===== src/rtl/uart_pkg.sv =====
// Shared UART definitions: receiver state encoding and 8N1 frame constants.
package uart_pkg;

    typedef enum logic [1:0] {
        IDLE,
        START,
        DATA,
        STOP
    } rx_state_t;

    localparam int DATA_BITS = 8;

    localparam logic LINE_IDLE   = 1'b1;
    localparam logic START_LEVEL = 1'b0;
    localparam logic STOP_LEVEL  = 1'b1;

    localparam int FRAME_BITS = 1 + DATA_BITS + 1;

endpackage


===== src/rtl/uart_rx_sync.sv =====
// Two-flop synchronizer for the RX pin plus falling-edge detect.
module uart_rx_sync
    import uart_pkg::*;
(
    input  logic clk,
    input  logic rst_n,
    input  logic rx,
    output logic rx_s,
    output logic fall
);

    logic meta;
    logic rx_prev;

    // All flops reset to the idle level so reset release never looks like an edge.
    always_ff @(posedge clk or negedge rst_n) begin
        if (!rst_n) begin
            meta    <= LINE_IDLE;
            rx_s    <= LINE_IDLE;
            rx_prev <= LINE_IDLE;
        end else begin
            meta    <= rx;
            rx_s    <= meta;
            rx_prev <= rx_s;
        end
    end

    assign fall = rx_prev & ~rx_s;

endmodule


===== src/rtl/uart_receiver.sv =====
// 8N1 UART receiver: mid-bit sampling FSM, shift register and pulse outputs.
module uart_receiver
    import uart_pkg::*;
#(
    parameter int CLKS_PER_BIT = 16
) (
    input  logic       clk,
    input  logic       rst_n,
    input  logic       UART_RX,
    output logic [7:0] RX_DATA,
    output logic       RX_STATUS,
    output logic       RX_ERR,
    output logic       RX_BUSY
);

    localparam int HALF  = CLKS_PER_BIT / 2;
    localparam int CNT_W = $clog2(CLKS_PER_BIT);

    localparam logic [CNT_W-1:0] HALF_LAST = CNT_W'(HALF - 1);
    localparam logic [CNT_W-1:0] BIT_LAST  = CNT_W'(CLKS_PER_BIT - 1);
    localparam logic [2:0]       IDX_LAST  = 3'(DATA_BITS - 1);

    if (CLKS_PER_BIT < 4 || (CLKS_PER_BIT % 2) != 0) begin : g_bad_param
        $error("CLKS_PER_BIT must be even and at least 4");
    end

    logic rx_s;
    logic fall;

    rx_state_t            state, state_next;
    logic [CNT_W-1:0]     cnt, cnt_next;
    logic [2:0]           idx, idx_next;
    logic [DATA_BITS-1:0] shift, shift_next;
    logic [7:0]           data_next;
    logic                 status_next;
    logic                 err_next;

    uart_rx_sync u_sync (
        .clk   (clk),
        .rst_n (rst_n),
        .rx    (UART_RX),
        .rx_s  (rx_s),
        .fall  (fall)
    );

    always_ff @(posedge clk or negedge rst_n) begin
        if (!rst_n) begin
            state     <= IDLE;
            cnt       <= '0;
            idx       <= '0;
            shift     <= '0;
            RX_DATA   <= 8'h00;
            RX_STATUS <= 1'b0;
            RX_ERR    <= 1'b0;
        end else begin
            state     <= state_next;
            cnt       <= cnt_next;
            idx       <= idx_next;
            shift     <= shift_next;
            RX_DATA   <= data_next;
            RX_STATUS <= status_next;
            RX_ERR    <= err_next;
        end
    end

    always_comb begin
        state_next  = state;
        cnt_next    = cnt;
        idx_next    = idx;
        shift_next  = shift;
        data_next   = RX_DATA;
        status_next = 1'b0;
        err_next    = 1'b0;

        unique case (state)
            IDLE: begin
                if (fall) begin
                    state_next = START;
                    cnt_next   = '0;
                end
            end
            START: begin
                if (cnt == HALF_LAST) begin
                    cnt_next = '0;
                    if (rx_s == START_LEVEL) begin
                        state_next = DATA;
                        idx_next   = '0;
                    end else begin
                        state_next = IDLE;
                    end
                end else begin
                    cnt_next = cnt + 1'b1;
                end
            end
            DATA: begin
                if (cnt == BIT_LAST) begin
                    cnt_next        = '0;
                    shift_next[idx] = rx_s;
                    if (idx == IDX_LAST) begin
                        state_next = STOP;
                    end else begin
                        idx_next = idx + 1'b1;
                    end
                end else begin
                    cnt_next = cnt + 1'b1;
                end
            end
            STOP: begin
                if (cnt == BIT_LAST) begin
                    cnt_next   = '0;
                    state_next = IDLE;
                    // Returning at mid-stop leaves half a bit to catch the next start edge.
                    if (rx_s == STOP_LEVEL) begin
                        data_next   = shift;
                        status_next = 1'b1;
                    end else begin
                        err_next = 1'b1;
                    end
                end else begin
                    cnt_next = cnt + 1'b1;
                end
            end
            default: begin
                state_next = IDLE;
            end
        endcase
    end

    assign RX_BUSY = (state != IDLE);

endmodule

===== config.mk =====
export PLATFORM = sky130hd
export DESIGN_NAME = uart_receiver
export DESIGN_NICKNAME = d
export VERILOG_FILES = /design/src/rtl/uart_pkg.sv /design/src/rtl/uart_rx_sync.sv /design/src/rtl/uart_receiver.sv
export SDC_FILE = /design/constraint.sdc
export NUM_CORES = 1
export LEC_CHECK = 0
export ABC_AREA = 1
export BUFFER_PORTS_ARGS = -buffer_cell sky130_fd_sc_hd__buf_2
export CAP_MARGIN = 20
export CELL_PAD_IN_SITES_DETAIL_PLACEMENT = 0
export CELL_PAD_IN_SITES_GLOBAL_PLACEMENT = 1
export CORE_AREA = 2 2 66 62
export CTS_CLUSTER_DIAMETER = 100
export DETAILED_ROUTE_END_ITERATION = 6
export DIE_AREA = 0 0 68 64
export GPL_ROUTABILITY_DRIVEN = 0
export PLACE_DENSITY_LB_ADDON = 0.25
export REMOVE_ABC_BUFFERS = 1
export SLEW_MARGIN = 40
export SYNTH_ARGS = -nofsm -noshare
export SYNTH_HDL_FRONTEND = slang
export SYNTH_HIERARCHICAL = 1
export SYNTH_SLANG_ARGS = --single-unit
export TNS_END_PERCENT = 10

===== constraint.sdc =====
create_clock -name clk -period 1.66 [get_ports clk]
set_input_delay 0.166 -clock clk [delete_from_list [all_inputs] [get_ports clk]]
set_output_delay 0.166 -clock clk [all_outputs]
set_load 0.005 [all_outputs]

## Word-level counts from Yosys, hierarchy flattened

Index checks and enable logic that the tools add are counted.

- $add $sub $neg: 2
- Equality and inequality tests: 13
- Bitwise gates (word level): 2
- Reductions and logical operators: 9
- Order comparisons: 2
- Mux-type cells: 25

Operator list:

| cell | count |
|---|---|
| != test 2 bit (second input constant) | 7 |
| 2-to-1 mux 2 bit | 6 |
| 2-to-1 mux 3 bit | 4 |
| 2-to-1 mux 4 bit | 3 |
| case mux 4 bit (3 select lines) | 1 |
| AND reduction 5 bit | 2 |
| bitwise mux 8 bit | 1 |
| case mux 2 bit (4 select lines) | 1 |
| 2-to-1 mux 1 bit | 7 |
| case mux 3 bit (2 select lines) | 1 |
| adder 4 x 1 -> 4 bit (second input constant) | 1 |
| == test 2 bit (second input constant) | 2 |
| == test 4 x 3 -> 1 bit (second input constant) | 1 |
| == test 4 bit (second input constant) | 1 |
| less-than comparator 3 x 4 -> 1 bit (second input constant) | 1 |
| nonzero test 2 bit | 2 |
| adder 3 x 1 -> 3 bit (second input constant) | 1 |
| demux 1 bit (select 3 bit) | 1 |
| == test 3 bit (second input constant) | 1 |
| greater-or-equal comparator 3 x 1 -> 1 bit (second input constant) | 1 |
| AND reduction 3 bit | 1 |
| == test 2 x 1 -> 1 bit (second input constant) | 1 |
| zero test 2 bit | 1 |
| AND reduction 2 bit | 1 |
| other kinds (4) | 4 |

- Register bits: 30
- Output and inout bits: 11
- Logic and storage cells: 63
- Input port bits: 3

## Longest topological paths before layout

- Word-level depth: 5
- Depth in mapped cells: 9

## Hierarchy

Netlist, hierarchy kept.

By module, submodules not included:

| module | times used | area an instance (um2) | cells each |
|---|---|---|---|
| uart_receiver | 1 | 1328.8 | 150 |
| uart_rx_sync | 1 | 88.8 | 5 |

## Worst setup path before layout

Ideal clock, no wire load.

- Kind: register to register
- Start point: register cnt[0]
- End point: register (tool-made name)
- Stages on the path, launching flop included: 9
- Arrival time: 1.146 ns
- Path buffers: 0
- Path slack: 0.397 ns
- Library setup time: 0.117 ns
- Clock period less this slack: 1.263 ns
- Cells stage by stage: dfrtp_1 -> ha_1 -> nand3_1 -> nand2_2 -> nand2_2 -> nor2_2 -> nand2_1 -> nand2_1 -> nand2_1

RTL lines:

| item | line | RTL |
|---|---|---|
| start, declared | uart_receiver.sv:31 | `logic [CNT_W-1:0] cnt, cnt_next;` |
| start signal, assigned | uart_receiver.sv:57 | `cnt <= cnt_next;` |

==> impl_metrics.ini <==
[outcome]
status = finished clean

[global_route]
grt_overflow = 0
top_usage_layer = met1
grt_pass1_wl_mm = 4.40
met1_usage_pct = 19.2
met3_usage_pct = 4.23
grt_max_degree = 31
met2_usage_pct = 18.9
grt.total_usage_pct = 13.7
antenna_found_initial = 0
first_global_vias = 959

[cts]
ctsHtreeMaxLevel = 2
clockBufferDepth = 2
post_cts_buffers = 0
cts_hold_buf = 2
clk_pin_slew_ps = 60
root_buffer = clkbuf_8
cts_tree = done
clkLatencyLatePin_ps = 270
ctsResizeCount = 0
numCtsBuffers = 5
clock-sinks = 30

[layout]
final_core_util_pct = 44.9
syn_to_final_growth_pct = 14.9
antennaDiodeCount = 0
drive_gt1_share_pct = 25.6
multiInputGateArea_sq_um = 564
fillers = 377
seq_area_sq_um = 754
nets = 181

[sta]
finalHoldViolations = 0
slew_headroom_pct = 56.0
max_freq_mhz = 690
period_minus_slack_ps = 1450
worstMarginPinSlew_ps = 660
tns_ps = 0
setup_violations = 0
drv_slew = 0
min_period_over_period_pct = 87.3
clock_skew_ps = 3.04
rsz0062_at_grt = false

[yosys]
synth-seq-cells = 30
yosysWarningCount = 6
syn-instance-count = 155
yosysSeqAreaShare_pct = 53.2
synth_cell_types = 28
syn_area_sq_mm = 0.00142
avgSynthCellArea_sq_um = 9.15

[worst_setup_path]
worstSetupStartpoint = cnt[0]$_DFFE_PN0P_
cp-end-kind = register
cp_data_arrival_time_ps = 1620
r2r-start = cnt[0]$_DFFE_PN0P_
crit_fanout = 4
start_kind = register
r2r_slack_ps = 210
r2r_cells = 8
critPathKind = reg2reg
cp.required_ps = 1830

[hold_path]
hold_class = reg2reg
worstHoldPathCells = 0
hold_start = u_sync/meta$_DFF_PN1_

[drt]
antenna_left = 0
drc_errors = 0
vias_per_cell = 4.60
dr.first_iter.drc_count = 39
firstDrtPassIters = 4
dr_total_vias = 1021
routed_wl_mm = 2.40
wl_per_cell_um = 10.8

[floorplan]
fp.dieH_um = 64
initial_core_util_pct = 39.1
design.die.area_sq_mm = 0.00435
row_count = 21
die_w_um = 68
ios = 14
core_sq_mm = 0.00363

[place]
numPortBuffers = 13
hpwl_mm = 1.75

[power]
finalPower_w = 0.00215
max-vdd-ir-drop_uv = 767
power.density_mw_per_mm2 = 1320
p_leak_nw = 0.857

[run]
max_cap_viol_count = 0
metal layers:
| metal | wire length, um | vias to the layer above |
|---|---|---|
| met5 | 0 | - |
| met1 | 1230 | 466 |
| met2 | 1000 | 19 |
| li1 | - | 529 |
| met3 | 110 | 7 |
| met4 | 53 | 0 |
cell families after synthesis:
kind of cell	Yosys count	synth area share [%]
adders and majority gates	3	2.65
AOI/OAI and AO/OA	13	4.85
DFF	30	53.2
buffers and inverters	20	6.97
xor gates and xnor gates	2	1.24
and+or+nand+nor	87	31.1
Yosys cell counts, drive strengths merged:
| master | n | area [sq um] |
|---|---|---|
| nand2 | 60 | 245 |
| dfrtp | 27 | 676 |
| inv | 16 | 62.6 |
| nor2 | 15 | 100 |
| nand3 | 10 | 67.6 |
| o21ai | 10 | 50.0 |
| dfstp | 3 | 78.8 |
| ha | 3 | 37.5 |
| buf | 2 | 22.5 |
| clkinv | 2 | 13.8 |
| a21oi | 1 | 5.00 |
| a22oi | 1 | 7.51 |
| nand4 | 1 | 21.3 |
| nor4 | 1 | 6.26 |
| o22ai | 1 | 6.26 |
| xnor2 | 1 | 8.76 |
| xor2 | 1 | 8.76 |
state kept, by name (all words and copies together), names as in the netlist, named ones only:
signal,cells
cnt,4
RX_STATUS,1
u_sync/rx_prev,1
shift,8
idx,3
RX_ERR,1
RX_DATA,8
u_sync/meta,1
state,1
u_sync/rx_s,1
layout by cell type (no fill, tap or decap), types with 2 or more instances in the layout:
cell,instances
nand2_1,54
dfrtp_1,27
inv_1,13
buf_2,13
o21ai_1,9
nand3_1,8
nor2_1,7
clkbuf_8,6
nor2_2,5
nand2_2,5
ha_1,3
dfstp_2,3
nor2_4,2
clkinv_2,2
inv_2,2
dlygate4sd3_1,2
report_power, final:
group          internal, W  switching, W  total [W]  leakage (nW)
logic             0.000222      0.000337   0.000560         0.410
registers         0.000825      0.000171   0.000996         0.398
clock network     0.000334      0.000258   0.000592        0.0482
path summary, 6_finish.rpt:
path	endpoint
setup / recovery	register
hold / removal	u_sync/rx_s$_DFF_PN1_
setup reg to reg	register
hold reg to reg	u_sync/rx_s$_DFF_PN1_
max in group asynchronous	shift[0]$_DFFE_PN0P_
min in group asynchronous	shift[3]$_DFFE_PN0P_
worst max-delay path: stages (launching register included):
cell and delay, ps:
dfrtp_1 410, ha_1 280, nand3_1 150, nand2_2 120
nand2_2 70, nor2_2 120, nand2_1 80, nand2_1 80
nand2_1 50
stage by stage:
step	instance area, sq um	cells	worst slack, ps	hold slack, ps
global route	1630	222	69.6	364
finish	1630	222	210	358
detailed placement	1520	212	217	247
CTS	1630	222	189	361
floorplan	1400	153	374	-130
global placement	1520	212	201	233
cell type report:
class	count	share of cell area, %
timing repair buffer	15	5.22
sequential	30	46.3
tap	46	3.53
multi-input combinational	105	34.6
clock buffer	7	5.30
clock inverter	1	0.307
inverter	18	4.69
Power figures use the tool's default switching activity.
